===== config.mk =====
export PLATFORM = sky130hd
export DESIGN_NAME = tone_scheduler
export DESIGN_NICKNAME = d
export VERILOG_FILES = /design/src/rtl/tone_scheduler.sv
export SDC_FILE = /design/constraint.sdc
export NUM_CORES = 1
export LEC_CHECK = 0
export ABC_AREA = 1
export CORE_UTILIZATION = 30
export CTS_BUF_LIST = sky130_fd_sc_hd__clkbuf_16
export CTS_CLUSTER_DIAMETER = 100
export DETAILED_ROUTE_END_ITERATION = 12
export GPL_ROUTABILITY_DRIVEN = 0
export PLACE_DENSITY = 0.6
export SLEW_MARGIN = 10
export SYNTH_ARGS = -nofsm -noshare
export SYNTH_HDL_FRONTEND = slang
export SYNTH_SLANG_ARGS = --single-unit

===== constraint.sdc =====
create_clock -name clk -period 2.48 [get_ports clk]
set_clock_uncertainty 0.05 [all_clocks]
set_input_delay 0.496 -clock clk [delete_from_list [all_inputs] [get_ports clk]]
set_output_delay 0.496 -clock clk [all_outputs]
set_load 0.01 [all_outputs]

===== src/rtl/tone_scheduler.sv =====
// Two-channel note sequencer that time-slices one tone generator.
// Each slot times its own note; the arbiter picks which note reaches fullnote.
module tone_scheduler #(
    parameter int TICK_DIV    = 25000,
    parameter int SLICE_TICKS = 8,
    parameter int DUR_W       = 16
) (
    input  logic             clk,
    input  logic             reset,
    input  logic             ch0_valid,
    input  logic [5:0]       ch0_note,
    input  logic [DUR_W-1:0] ch0_dur,
    output logic             ch0_ready,
    output logic             ch0_done,
    input  logic             ch1_valid,
    input  logic [5:0]       ch1_note,
    input  logic [DUR_W-1:0] ch1_dur,
    output logic             ch1_ready,
    output logic             ch1_done,
    input  logic             stop,
    output logic [5:0]       fullnote,
    output logic             grant,
    output logic             busy
);

    localparam int PW = (TICK_DIV > 1) ? $clog2(TICK_DIV) : 1;
    localparam int SW = $clog2(SLICE_TICKS + 1);

    typedef enum logic {
        IDLE = 1'b0,
        PLAY = 1'b1
    } slot_t;

    logic [PW-1:0]    presc;
    logic             tick;

    slot_t            state   [2];
    slot_t            state_n [2];
    logic [5:0]       note_q  [2];
    logic [5:0]       note_n  [2];
    logic [DUR_W-1:0] rem_q   [2];
    logic [DUR_W-1:0] rem_n   [2];
    logic [1:0]       done_q;
    logic [1:0]       done_n;

    logic [1:0]       valid;
    logic [5:0]       req_note [2];
    logic [DUR_W-1:0] req_dur  [2];

    logic [1:0]       play_now;
    logic [1:0]       play_nxt;
    logic [SW-1:0]    slice;
    logic [SW-1:0]    slice_n;
    logic             grant_n;
    logic [5:0]       full_n;

    assign valid       = {ch1_valid, ch0_valid};
    assign req_note[0] = ch0_note;
    assign req_note[1] = ch1_note;
    assign req_dur[0]  = ch0_dur;
    assign req_dur[1]  = ch1_dur;

    assign tick = (presc == PW'(TICK_DIV - 1));

    always_ff @(posedge clk) begin
        if (reset || tick) begin
            presc <= '0;
        end else begin
            presc <= presc + 1'b1;
        end
    end

    assign ch0_ready = (state[0] == IDLE) && !stop;
    assign ch1_ready = (state[1] == IDLE) && !stop;
    assign ch0_done  = done_q[0];
    assign ch1_done  = done_q[1];

    // Slot next-state: stop wins over everything, then expiry or accept.
    always_comb begin
        done_n = 2'b00;
        for (int i = 0; i < 2; i++) begin
            state_n[i] = state[i];
            note_n[i]  = note_q[i];
            rem_n[i]   = rem_q[i];
            if (stop) begin
                state_n[i] = IDLE;
            end else begin
                unique case (state[i])
                    IDLE: begin
                        if (valid[i]) begin
                            note_n[i] = req_note[i];
                            rem_n[i]  = req_dur[i];
                            if (req_dur[i] == '0) begin
                                done_n[i] = 1'b1;
                            end else begin
                                state_n[i] = PLAY;
                            end
                        end
                    end
                    PLAY: begin
                        if (tick && rem_q[i] != '0) begin
                            rem_n[i] = rem_q[i] - 1'b1;
                            if (rem_q[i] == DUR_W'(1)) begin
                                state_n[i] = IDLE;
                                done_n[i]  = 1'b1;
                            end
                        end
                    end
                    default: ;
                endcase
            end
        end
    end

    assign play_now = {state[1] == PLAY, state[0] == PLAY};
    assign play_nxt = {state_n[1] == PLAY, state_n[0] == PLAY};

    // Arbitration looks at next slot state so fullnote lines up with it.
    always_comb begin
        grant_n = grant;
        slice_n = '0;
        unique case (play_nxt)
            2'b01: grant_n = 1'b0;
            2'b10: grant_n = 1'b1;
            2'b11: begin
                if (play_now == 2'b11) begin
                    slice_n = slice;
                    if (tick) begin
                        if (slice == SW'(SLICE_TICKS - 1)) begin
                            grant_n = !grant;
                            slice_n = '0;
                        end else begin
                            slice_n = slice + 1'b1;
                        end
                    end
                end else begin
                    grant_n = (play_now == 2'b10);
                end
            end
            default: ;
        endcase
        full_n = (play_nxt == 2'b00) ? 6'd0 : note_n[grant_n];
    end

    always_ff @(posedge clk) begin
        if (reset) begin
            for (int i = 0; i < 2; i++) begin
                state[i]  <= IDLE;
                note_q[i] <= '0;
                rem_q[i]  <= '0;
            end
            done_q   <= 2'b00;
            slice    <= '0;
            grant    <= 1'b0;
            fullnote <= '0;
            busy     <= 1'b0;
        end else begin
            for (int i = 0; i < 2; i++) begin
                state[i]  <= state_n[i];
                note_q[i] <= note_n[i];
                rem_q[i]  <= rem_n[i];
            end
            done_q   <= done_n;
            slice    <= slice_n;
            grant    <= grant_n;
            fullnote <= full_n;
            busy     <= |play_nxt;
        end
    end

endmodule


==> metrics <==
status finished, final reports clean; Post-Syn Area 4232 um^2; RSZ-0062 raised after global routing false; Critical R2R Capture rem_q[0][31]$_SDFFE_PP0P_; Critical Path RT 1930 ps; total CTS buffers 9; Area Growth Syn to Fin 25.72%; fmax 429.8 MHz; DP HPWL 7881 um; vias in the first global route 3961; Worst R2R Path Depth 11; Max-Cap Viols 0; most common cell after layout, fill and taps aside nand2_1; synth warn 0; Cell variety after synth 39; final setup TNS 0 ps; routed length per instance 12.07 um; arrival time at the worst endpoint 1780 ps; die area 14580 um^2; part of the power in registers 0.415; critical path class primary input to primary output; post-CTS setup buffer count 0; Worst Setup SP stop; Die Wd 120.8 um; Seq/Total Area, Yosys 0.3548; Period Utilization, post-route 0.9382; Final ANT Viol Nets 0; Mean Syn Cell Area 6.510 um^2; share of layout cells above drive strength 1 0.08252; n_diodes 0; NetSw 890.3 uW; Detailed Route Iter0 Violations 270; DRT Pass-1 Iters 4; Rel. slew slack 0.5975; clk slew on worst S/H paths 50 ps; CTS root buffer clkbuf_16; core area 13830 um^2; end of the worst hold path presc[0]$_SDFF_PP0_; FF-to-FF Start presc[0]$_SDFF_PP0_; global-route wire length before repair 18080 um; CP Capture Type primary output; H-tree depth 3; Sw Share 0.2814; share of the synthesized area in the top cell type 0.3548; Final Hold Vio Count 0; io pins 61; Tmin final 2327 ps; initial antenna violation count 0; CP Launch Type primary input; Die H 120.8 um; Internal Power 2.274 mW; Resized cells post-CTS 0; Clk pwr share 0.397; Final setup viols 0; Layout Nets 768; PwrDens 594.8 nW/um^2; worst-margin pin slew 603.1 ps; #FFs+latches synth 75; PortBufs 60; Worst Hold Launch presc[0]$_SDFF_PP0_; CTS Buffer Depth 2; total track usage 0.1575; Starting Density 0.3060; R2R setup slack 440 ps; syn nets 707; row count 43; Hold Path Stages 1; crit-path max FO 5; Synth area leader dfxtp_1; Comb pwr share 0.188; Util after Layout 0.3848; Peak VDD IR 0.2999 mV; Clk Latency, worst-skew pair 340 ps; pin count of the biggest net entering global routing 24; Static Leak 2.189 nW; hold_buf cts 0; total grt overflow 0; Routed WL 10810 um; Max Slew Vio Count 0; residual DRC count 0; clk sinks 75; CTS tree yes; HP Class register to register; number of vias per cell 4.695; cells after synthesis 650; via count 4202; most frequent cells in the layout nand2_1 (136), nor2_1 (110), dfxtp_1 (75), inv_1 (66), clkdlybuf4s50_1 (60); Synth area leaders dfxtp_1 (35%), nand2_1 (12%), nor2_1 (9.8%), o21ai_0 (6.7%), inv_1 (5.7%)
-- per-layer routing --
| layer | vias to the layer above | global-route usage | wire length, um | part of all wire |
|---|---|---|---|---|
| li1 | 2226 | - | - | - |
| met1 | 1889 | 0.1991 | 5247 | 0.49 |
| met2 | 78 | 0.2547 | 4881 | 0.45 |
| met3 | 9 | 0.04481 | 528 | 0.049 |
| met4 | 0 | 0.05556 | 148 | 0.014 |
| met5 | - | 0 | 0 | 0 |
-- critical path, cell delays in order --
cell,delay [ps]
clkdlybuf4s50_1,530
nor2_1,170
clkdlybuf4s50_1,580
-- cells in the mapped netlist --
library cell and count:
buf_1 1, nand3_1 40, o21ai_0 57, nor2_4 1, nor2_2 12, o21ai_1 2
clkbuf_1 12, nand3b_1 2, or2_2 4, nand2_1 136, o21bai_1 1, nand3_2 1
a21oi_1 40, nor3b_2 1, a21oi_2 1, ha_1 8, o211ai_1 4, nand2_2 9
a31oi_1 9, a31o_2 2, xor2_1 6, nor3_2 1, nand4_1 9, buf_6 1
inv_2 4, nor3b_1 1, or2_0 1, o21a_1 1, nand2_4 1, nor2_1 110
a21boi_0 1, mux2i_1 7, nor3_1 13, o311ai_0 1, dfxtp_1 75, inv_1 64
xnor2_1 2, buf_2 7, a211oi_1 2
-- through the flow --
| stage | setup slack (ps) | power (mW) | area [um^2] | hold WS, ps | std cells |
|---|---|---|---|---|---|
| global placement | 159.4 | 1.934 | 5045 | 397.5 | 880 |
| floorplan | 705.5 | 1.723 | 4232 | 380.3 | 650 |
| global route | 106.5 | 3.348 | 5320 | 474.0 | 895 |
| detailed placement | 145.8 | 1.936 | 5045 | 407.7 | 880 |
| finish | 153.3 | 3.164 | 5320 | 414.8 | 895 |
| CTS | 145.8 | 3.210 | 5320 | 420.8 | 895 |
-- power groups by stage --
| stage | clock network (mW) | logic [mW] | registers [mW] |
|---|---|---|---|
| 4_1_cts | 1.30 | 0.600 | 1.31 |
| 3_3_place_gp | 0 | 0.595 | 1.34 |
| 2_1_floorplan | 0 | 0.394 | 1.33 |
| 3_5_place_dp | 0 | 0.597 | 1.34 |
| 5_1_grt | 1.35 | 0.680 | 1.32 |
| 6_report | 1.25 | 0.595 | 1.31 |
-- sequential cells by signal, summed over array words and instances (netlist names) --
signal	cells
slice	4
grant	1
rem_q	32
presc	15
fullnote	6
note_q	12
busy	1
done_q	2
state	2
-- final cells by class --
cell class	instances	area (um^2)
multi-input combinational	486	2380
clock inverter	6	50.05
timing repair buffer	71	683.2
fill	1499	8507
sequential	75	1501
tap	180	225.2
inverter	68	255.2
clock buffer	9	225.2
-- worst max path at each step --
stage / end / slack (ps) / depth (start not counted)
2_1_floorplan: fullnote[3]$_SDFF_PP0_ / 710 / 13
3_3_place_gp: ch0_ready / 160 / 3
3_5_place_dp: ch0_ready / 150 / 3
4_1_cts: ch0_ready / 150 / 3
5_1_grt: ch0_ready / 110 / 3
6_report: ch0_ready / 150 / 3
-- logic make-up (layout without fill, tap and decap cells) --
family                     count (synthesis)  after routing  share of synthesized area
and+or+nand+nor                          342            342                     0.3510
AOI/OAI and AO/OA                        121            121                     0.1546
buffers and inverters                     89            154                    0.08279
DFF                                       75             75                     0.3548
adders and majority gates                  8              8                    0.02366
xor gates and xnor gates                   8              8                    0.01656
muxes                                      7              7                    0.01656
No activity file was read; power rests on OpenSTA's default activity.
